[src/rtl/modulo_display_contador_7_bits_pkg.sv]
// Shared encodings for the counter display: FSM states, 7-segment patterns, BCD helper.
package modulo_display_contador_7_bits_pkg;

  localparam int unsigned BIN_W     = 7;
  localparam int unsigned NIB_W     = 4;
  localparam int unsigned BCD_W     = 12;
  localparam int unsigned SEG_W     = 7;
  localparam int unsigned DIG_N     = 3;
  localparam int unsigned BIT_CNT_W = 3;
  localparam int unsigned IDX_W     = 2;

  typedef enum logic [1:0] {
    IDLE = 2'd0,
    CONV = 2'd1,
    LOAD = 2'd2
  } conv_state_t;

  // Three-digit BCD payload, hundreds in the top nibble.
  typedef struct packed {
    logic [NIB_W-1:0] hundreds;
    logic [NIB_W-1:0] tens;
    logic [NIB_W-1:0] ones;
  } bcd_t;

  // Active-high patterns, bit 6 = a ... bit 0 = g.
  localparam logic [SEG_W-1:0] SEG_0     = 7'b1111110;
  localparam logic [SEG_W-1:0] SEG_1     = 7'b0110000;
  localparam logic [SEG_W-1:0] SEG_2     = 7'b1101101;
  localparam logic [SEG_W-1:0] SEG_3     = 7'b1111001;
  localparam logic [SEG_W-1:0] SEG_4     = 7'b0110011;
  localparam logic [SEG_W-1:0] SEG_5     = 7'b1011011;
  localparam logic [SEG_W-1:0] SEG_6     = 7'b1011111;
  localparam logic [SEG_W-1:0] SEG_7     = 7'b1110000;
  localparam logic [SEG_W-1:0] SEG_8     = 7'b1111111;
  localparam logic [SEG_W-1:0] SEG_9     = 7'b1111011;
  localparam logic [SEG_W-1:0] SEG_BLANK = 7'b0000000;

  // Double-dabble correction: add 3 to every nibble that is 5 or more.
  function automatic logic [BCD_W-1:0] add3_nibbles(input logic [BCD_W-1:0] acc);
    logic [BCD_W-1:0] res;
    res = acc;
    for (int i = 0; i < 3; i++) begin
      if (acc[i*4 +: 4] >= 4'd5) begin
        res[i*4 +: 4] = acc[i*4 +: 4] + 4'd3;
      end
    end
    return res;
  endfunction

endpackage

[src/rtl/modulo_display_contador_7_bits_decodificador_bcd_7seg.sv]
// BCD digit to active-high 7-segment pattern; non-decimal codes light nothing.
module decodificador_bcd_7seg
  import modulo_display_contador_7_bits_pkg::*;
(
  input  logic [3:0] nib,
  output logic [6:0] seg_ah
);

  // Pure lookup of the decimal patterns.
  always_comb begin
    seg_ah = SEG_BLANK;
    case (nib)
      4'd0:    seg_ah = SEG_0;
      4'd1:    seg_ah = SEG_1;
      4'd2:    seg_ah = SEG_2;
      4'd3:    seg_ah = SEG_3;
      4'd4:    seg_ah = SEG_4;
      4'd5:    seg_ah = SEG_5;
      4'd6:    seg_ah = SEG_6;
      4'd7:    seg_ah = SEG_7;
      4'd8:    seg_ah = SEG_8;
      4'd9:    seg_ah = SEG_9;
      default: seg_ah = SEG_BLANK;
    endcase
  end

endmodule

[src/rtl/modulo_display_contador_7_bits.sv]
// Binary count -> BCD (sequential shift-add-3) -> multiplexed 3-digit 7-segment display.
module modulo_display_contador_7_bits
  import modulo_display_contador_7_bits_pkg::*;
#(
  parameter int unsigned SCAN_DIV     = 16,
  parameter bit          COMMON_ANODE = 1'b1,
  parameter bit          BLANK_ZEROS  = 1'b1
) (
  input  logic        clk,
  input  logic        clr,
  input  logic [6:0]  q,
  output logic [11:0] bcd_out,
  output logic        busy,
  output logic [6:0]  seg,
  output logic [2:0]  dig
);

  localparam int unsigned DIV_W = (SCAN_DIV > 1) ? $clog2(SCAN_DIV) : 1;
  localparam logic [SEG_W-1:0] SEG_RESET = COMMON_ANODE ? ~SEG_0 : SEG_0;

  conv_state_t          state;
  logic [BIN_W-1:0]     shift_reg;
  logic [BCD_W-1:0]     acc;
  logic [BIT_CNT_W-1:0] bit_cnt;
  bcd_t                 bcd_q;

  logic [BCD_W-1:0]         acc_adj;
  logic [BCD_W+BIN_W-1:0]   shifted;

  logic [DIV_W-1:0] div_cnt;
  logic [IDX_W-1:0] dig_idx;

  logic [NIB_W-1:0] nib_sel;
  logic             blank;
  logic [SEG_W-1:0] seg_ah;
  logic [SEG_W-1:0] seg_next;
  logic [DIG_N-1:0] dig_next;

  // One double-dabble step: correct nibbles, then shift {acc, shift_reg} left.
  always_comb begin
    acc_adj = add3_nibbles(acc);
    shifted = {acc_adj, shift_reg} << 1;
  end

  // Conversion FSM: capture in IDLE, 7 shift steps in CONV, publish in LOAD.
  always_ff @(posedge clk or negedge clr) begin
    if (!clr) begin
      state     <= IDLE;
      shift_reg <= '0;
      acc       <= '0;
      bit_cnt   <= '0;
      bcd_q     <= '0;
      busy      <= 1'b0;
    end else begin
      case (state)
        IDLE: begin
          shift_reg <= q;
          acc       <= '0;
          bit_cnt   <= '0;
          busy      <= 1'b1;
          state     <= CONV;
        end
        CONV: begin
          acc       <= shifted[BCD_W+BIN_W-1:BIN_W];
          shift_reg <= shifted[BIN_W-1:0];
          bit_cnt   <= bit_cnt + BIT_CNT_W'(1);
          busy      <= 1'b1;
          if (bit_cnt == BIT_CNT_W'(BIN_W - 1)) begin
            state <= LOAD;
          end
        end
        LOAD: begin
          bcd_q <= bcd_t'(acc);
          busy  <= 1'b0;
          state <= IDLE;
        end
        default: begin
          busy  <= 1'b0;
          state <= IDLE;
        end
      endcase
    end
  end

  assign bcd_out = bcd_q;

  // Free-running scan divider and digit index, independent of conversions.
  always_ff @(posedge clk or negedge clr) begin
    if (!clr) begin
      div_cnt <= '0;
      dig_idx <= '0;
    end else if (div_cnt == DIV_W'(SCAN_DIV - 1)) begin
      div_cnt <= '0;
      dig_idx <= (dig_idx == IDX_W'(DIG_N - 1)) ? '0 : dig_idx + IDX_W'(1);
    end else begin
      div_cnt <= div_cnt + DIV_W'(1);
    end
  end

  // Select the digit nibble for the current index and decide leading-zero blanking.
  always_comb begin
    nib_sel = bcd_q.ones;
    blank   = 1'b0;
    case (dig_idx)
      2'd1: begin
        nib_sel = bcd_q.tens;
        blank   = BLANK_ZEROS && (bcd_q.hundreds == 4'd0) && (bcd_q.tens == 4'd0);
      end
      2'd2: begin
        nib_sel = bcd_q.hundreds;
        blank   = BLANK_ZEROS && (bcd_q.hundreds == 4'd0);
      end
      default: begin
        nib_sel = bcd_q.ones;
        blank   = 1'b0;
      end
    endcase
  end

  decodificador_bcd_7seg u_dec (
    .nib    (nib_sel),
    .seg_ah (seg_ah)
  );

  // Apply blanking and panel polarity; digit selects are always active-low.
  always_comb begin
    seg_next = blank ? SEG_BLANK : seg_ah;
    if (COMMON_ANODE) begin
      seg_next = ~seg_next;
    end
    dig_next = ~(DIG_N'(1) << dig_idx);
  end

  // Segments and digit select register together so digits never ghost.
  always_ff @(posedge clk or negedge clr) begin
    if (!clr) begin
      seg <= SEG_RESET;
      dig <= 3'b110;
    end else begin
      seg <= seg_next;
      dig <= dig_next;
    end
  end

endmodule

[config.mk]
export PLATFORM = sky130hd
export DESIGN_NAME = modulo_display_contador_7_bits
export DESIGN_NICKNAME = d
export VERILOG_FILES = /design/src/rtl/modulo_display_contador_7_bits_pkg.sv /design/src/rtl/modulo_display_contador_7_bits_decodificador_bcd_7seg.sv /design/src/rtl/modulo_display_contador_7_bits.sv
export SDC_FILE = /design/constraint.sdc
export NUM_CORES = 1
export LEC_CHECK = 0
export BUFFER_PORTS_ARGS = -buffer_cell sky130_fd_sc_hd__buf_2
export CORE_MARGIN = 2
export CORE_UTILIZATION = 43
export CTS_BUF_LIST = sky130_fd_sc_hd__clkbuf_8 sky130_fd_sc_hd__clkbuf_16
export CTS_CLUSTER_SIZE = 20
export DETAILED_ROUTE_END_ITERATION = 10
export GPL_TIMING_DRIVEN = 0
export PLACE_DENSITY = 0.6
export SLEW_MARGIN = 20
export SYNTH_ARGS = -nofsm -noshare
export SYNTH_HDL_FRONTEND = slang
export SYNTH_HIERARCHICAL = 1
export SYNTH_SLANG_ARGS = --single-unit
[constraint.sdc]
create_clock -name clk -period 3.3 [get_ports clk]
set_input_delay 0.165 -clock clk [delete_from_list [all_inputs] [get_ports clk]]
set_output_delay 0.165 -clock clk [all_outputs]
set_load 0.01 [all_outputs]
== Word level (Yosys, flattened, before mapping) ==
Memory sizes are Yosys's and may differ from the RTL's.
Index checks and enable logic that the tools add are counted.
Word-level totals
  output and inout bits: 23
  word-level logic and storage cells: 52
  memories: 1
  register bits after elaboration: 53
  ROM bits: 112
  bits of input ports: 9
Operators by class
  eq/ne operators: 7
  muxes and demuxes: 14
  reductions and logical operators: 6
  $lt $le $gt $ge: 3
  shifts and indexed selects: 1
  bitwise gates (word level): 2
  add/sub/neg operators: 6
Memory list
  (name not given): depth 16, width 7, rd ports 1, clocked after memory_dff 0, write ports 0, line modulo_display_contador_7_bits_decodificador_bcd_7seg.sv:12  | case (nib)
Operator list (number)
  12-bit case mux with 2 select lines: 1
  7-bit case mux with 2 select lines: 1
  4-bit by 3-bit greater-or-equal comparator with 1-bit output, second input constant: 3
  4-bit 2-to-1 mux: 3
  4-bit by 2-bit adder with 4-bit output, second input constant: 2
  4-bit zero test: 2
  4-bit case mux with 2 select lines: 1
  7-bit 2-to-1 mux: 1
  7-bit inverter: 1
  3-bit case mux with 2 select lines: 1
  4-bit by 1-bit adder with 4-bit output, second input constant: 1
  2-bit by 1-bit equality test with 1-bit output, second input constant: 2
  2-bit equality test, second input constant: 2
  4-bit equality test, second input constant: 1
  2-bit 2-to-1 mux: 2
  2-bit case mux with 2 select lines: 1
  3-bit by 1-bit adder with 3-bit output, second input constant: 1
  3-bit by 2-bit adder with 3-bit output, second input constant: 1
  3-bit equality test, second input constant: 1
  3-bit 2-to-1 mux: 1
  3-bit inverter: 1
  1-bit by 2-bit << shifter with 3-bit output, first input constant: 1
  2-bit by 1-bit adder with 2-bit output, second input constant: 1
  2-bit zero test: 1
  6 further kinds: 6

== Logic depth before layout (Yosys ltp) ==
  depth after elaboration: 5
  gate-level depth with buffers: 11

== Hierarchy ==
Netlist, hierarchy kept.
By module, submodules not included
  modulo_display_contador_7_bits: times used 1, cells each 224, area an instance 2458.6 µm²
  decodificador_bcd_7seg: times used 1, cells each 26, area an instance 201.4 µm²

== Least setup slack after synthesis ==
No wires, ideal clock.
  path type: reg2reg
  start: register dig_idx[0]
  end: register seg[3]
  stages on the path, launching flop included: 11
  buffers on the path: 1
  setup time: 137 ps
  period minus slack after synthesis: 2283 ps
  path slack: 1017 ps
  data arrival time: 2145 ps
  cell sequence: dfrtp_1 > inv_1 > ha_1 > clkbuf_1 > nor2_1 > a21oi_1 > inv_1 > ha_1 > inv_1 > o21ai_0 > o21ai_0
Between the ends
  longest elaborated chain between the ends: 5
Ends and longest elaborated chain
  start, declared: line modulo_display_contador_7_bits.sv:31  | logic [IDX_W-1:0] dig_idx;
  start signal, assigned: line modulo_display_contador_7_bits.sv:94  | dig_idx <= (dig_idx == IDX_W'(DIG_N - 1)) ? '0 : dig_idx + IDX_W'(1);
  2-bit equality test or 2-bit by 1-bit equality test with 1-bit output (tied branches): line modulo_display_contador_7_bits.sv:104  | case (dig_idx)
  4-bit case mux with 2 select lines *: line modulo_display_contador_7_bits.sv:104
  net nib_sel[1]: line modulo_display_contador_7_bits.sv:33  | logic [NIB_W-1:0] nib_sel;
  memory read 16 x 7 bit *
  net seg_ah[3]: line modulo_display_contador_7_bits.sv:35  | logic [SEG_W-1:0] seg_ah;
  7-bit 2-to-1 mux *: line modulo_display_contador_7_bits.sv:127  | seg_next = blank ? SEG_BLANK : seg_ah;
  7-bit inverter *: line modulo_display_contador_7_bits.sv:129  | seg_next = ~seg_next;
  net seg_next[3]: line modulo_display_contador_7_bits.sv:36  | logic [SEG_W-1:0] seg_next;
  end signal, assigned: line modulo_display_contador_7_bits.sv:140  | seg <= seg_next;
  end, declared: line modulo_display_contador_7_bits.sv:14  | output logic [6:0] seg,
The timed path passes the listed nets; every way through them passes the cells marked *.
A chain may end at the register's enable or synchronous reset.

== Final worst setup path ==
Same ends and word-level chain as after synthesis.

==> summary.txt <==
Timing
  • Tmin final: roughly 2600 ps
  • Worst Tran Pin Value: between 600 and 700 ps
  • Hold violation count in the final report: 0
  • RSZ-0062 raised after global routing: false
  • F_max: approximately 380 MHz
  • Crit share post-route: about four fifths
  • Max_slew headroom: between 50% and 60%
  • TNS Setup: 0 ps
  • Fin Clk Skew: between 6 and 7 ps
  • Final setup fails: 0
  • Slew Viols, Final: 0

Worst setup path
  • Reg2reg start: dig_idx[0]
  • Required time of the worst setup path: between 3000 and 4000 ps
  • R2R Setup Slk: 690 ps
  • Startpoint Class: register
  • Critical Path Sink Type: register
  • R2R depth: 10
  • Max FO, Critical Path: 9
  • Reg2reg end: seg[3]
  • Crit path kind: reg2reg
  • CP arrival: 2780 ps

Drt
  • ANT nets after route: 0
  • Routed wire length: ~5000 microns
  • Via count: 1932
  • Avg WL per Cell: about 14 microns
  • Drt first pass iters: 4
  • Routed vias/inst: roughly 5.3
  • DRT iter0 DRCs: 82
  • Number of remaining DRC errors: 0

Clocking
  • Cell chosen for the clock root: clkbuf_8
  • H-Tree Depth: 2
  • Num CTS Buffers: 5
  • Clock Latency Late Sink: roughly 300 ps
  • CTS tree: yes
  • CTS clk-pin slew, worst paths: around 90 ps
  • Post-CTS setup buffers: 0
  • CTS max path bufs: 2
  • Sink Count: 53

Hold path
  • Hold/Removal Path Class: in2reg
  • Worst Hold Depth: 2
  • Hold path endpoint: shift_reg[0]
  • Worst Hold Launch: q[0]

Floorplan
  • Rows: 28
  • Initial Utilization: between 40 and 50%
  • Core area: ~6000 sq um
  • Die area: roughly 7000 sq um
  • Io pins: 32
  • Die Height: a little over 80 microns
  • Die Width: around 83 microns

Layout
  • Fillers: approximately 570
  • Share of layout cells above drive strength 1: 20.69%
  • Synth-to-Final Area Change: 14.20%
  • Non-filler instance count after layout: between 300 and 400
  • Multi-input gate area: about 1200 sq um
  • Register area: 1330 sq um
  • Fin nets: around 320
  • N_diodes: 0

Synthesis
  • Seq/Total Area, Yosys: 50.00%
  • Unique masters post-synth: 37
  • Post-synth EDFFs: 0
  • Mapped cell area: ~2700 sq um
  • Yosys top cell by area: dfrtp_1
  • Most used DFF post-synth: dfrtp_1
  • Async SR Flop Fraction: between 90% and 100%
  • Yosys warns: 6
  • Synth top area share: between 40 and 50%
  • Synth area leaders: dfrtp_1 (47%), ha_1 (9.4%), o21ai_0 (5.6%), dfstp_2 (3.0%), mux2_2 (3.0%)
  • Cells after Synth: 250
  • #FFs+latches synth: 53
  • Mapped Avg Cell Area: approximately 11 sq um
  • Post-Syn Nets: roughly 280

Global route
  • Largest net degree at the start of global routing: 54
  • Total gr overflow: 0
  • First-pass GRT wire length: ~8500 microns
  • Vias in the first global route: approximately 1900
  • Initial antenna violation count: 0
  • GRT Total Usage: 16.28%

Flow run
  • Max Cap Viol: 0

Power and ir drop
  • Leak: between 0.001 and 0.0015 uW
  • Max IR drop VDD: between 0.2 and 0.3 mV
  • Pwr/cell area: 485.6 nW/um^2

Status
  • Status: finished clean

Placement
  • Placer Congestion: 0.7704
  • Dpl hpwl: 3623 microns
  • Port Buffers: 31
  • Dpl cells: 356
==> layout by cell type (no fill, tap or decap), drive strengths merged <==
master,count
a22oi,4
clkbuf,12
a2111oi,4
ha,20
nand3b,1
mux2,7
nand2,21
nor2,14
inv,21
buf,38
nor2b,1
a21o,3
a221o,4
o2bb2ai,3
a21oi,10
o21ai,31
xnor2,1
nand2b,6
o221ai,2
o32ai,2
dfstp,3
a22o,6
a31oi,2
xor2,3
dfrtp,50
clkinv,1
mux2i,7
o22ai,3
nor4,2
bufinv,1
nand3,4
a2111o,2
dlygate4sd3,1
==> cells by family after synthesis <==
logic type / after synthesis / share of synthesized area [%]
AOI/OAI and AO/OA: 76 / 19.33
xor gates and xnor gates: 4 / 1.317
adders and majority gates: 20 / 9.407
buffers and inverters: 34 / 5.691
DFF: 53 / 50.00
muxes: 14 / 5.598
and+or+nand+nor: 49 / 8.655
==> area by class of cell <==
type | count | area share, %
Multi-Input combinational cell | 163 | 38.80
Clock buffer | 6 | 2.718
Sequential cell | 53 | 43.78
Buffer | 13 | 2.389
Tap cell | 75 | 3.089
Clock inverter | 2 | 1.112
Inverter | 21 | 2.595
Timing Repair Buffer | 32 | 5.519
==> stage by stage <==
step	setup WS, ps	area [sq um]	hold WS [ps]	total power (uW)	util, %
after floorplan	1017	2660	-130.6	930.0	-
after global placement	721.0	2909	387.3	1032	48.84
after detailed placement	701.0	2912	247.1	1040	48.89
after CTS	674.5	3038	73.27	1492	51.01
after global routing	472.3	3038	75.29	1565	51.01
final	692.2	3038	78.73	1475	51.01
==> metal layers <==
| layer | routed length [microns] | vias to the layer above | track usage (%) | share of wire, % |
|---|---|---|---|---|
| met5 | 0 | - | 0 | 0 |
| met4 | 76 | 0 | 5.246 | 1.5 |
| met3 | 252 | 9 | 4.239 | 5.0 |
| met2 | 2454 | 42 | 27.58 | 49 |
| met1 | 2235 | 929 | 20.25 | 45 |
| li1 | - | 952 | - | - |
==> worst max-delay path by stage <==
stage | start | end | slack [ps] | cells past startpoint
4_1_cts | dig_idx[0] | seg[3] | 670 | 10
3_5_place_dp | dig_idx[0] | seg[3] | 700 | 10
5_1_grt | dig_idx[0] | seg[6] | 470 | 11
6_report | dig_idx[0] | seg[3] | 690 | 10
3_3_place_gp | dig_idx[0] | seg[3] | 720 | 10
2_1_floorplan | dig_idx[0] | seg[3] | 1020 | 10
==> what timing repair did <==
action                     CTS  global route
hold buffers                 1             0
hold endpoints to repair    50             0
setup endpoints to repair    0             0
gates resized for setup      0             0
==> synth_stat cells (all sizes together), types with 4 or more instances <==
master,count
dfrtp,50
o21ai,31
nand2,21
ha,20
inv,20
nor2,14
a21oi,10
buf,7
mux2,7
mux2i,7
a22o,6
clkbuf,6
nand2b,6
a2111oi,4
a221o,4
a22oi,4
nand3,4
==> power breakdown <==
| group | total, uW | switching (uW) | internal, uW |
|---|---|---|---|
| clock | 451 | 206 | 244 |
| sequential | 748 | 32.0 | 716 |
| combinational | 276 | 160 | 116 |
| total | 1480 | 399 | 1080 |
==> worst max-delay path, cell delays in order, from the launching register on <==
cell,delay [ps]
dfrtp_1,400
inv_1,100
ha_1,280
clkbuf_1,280
nor2_1,90
a21oi_1,510
inv_1,200
ha_1,350
inv_1,40
o21ai_0,130
o21ai_0,100
Power figures use the tool's default switching activity.
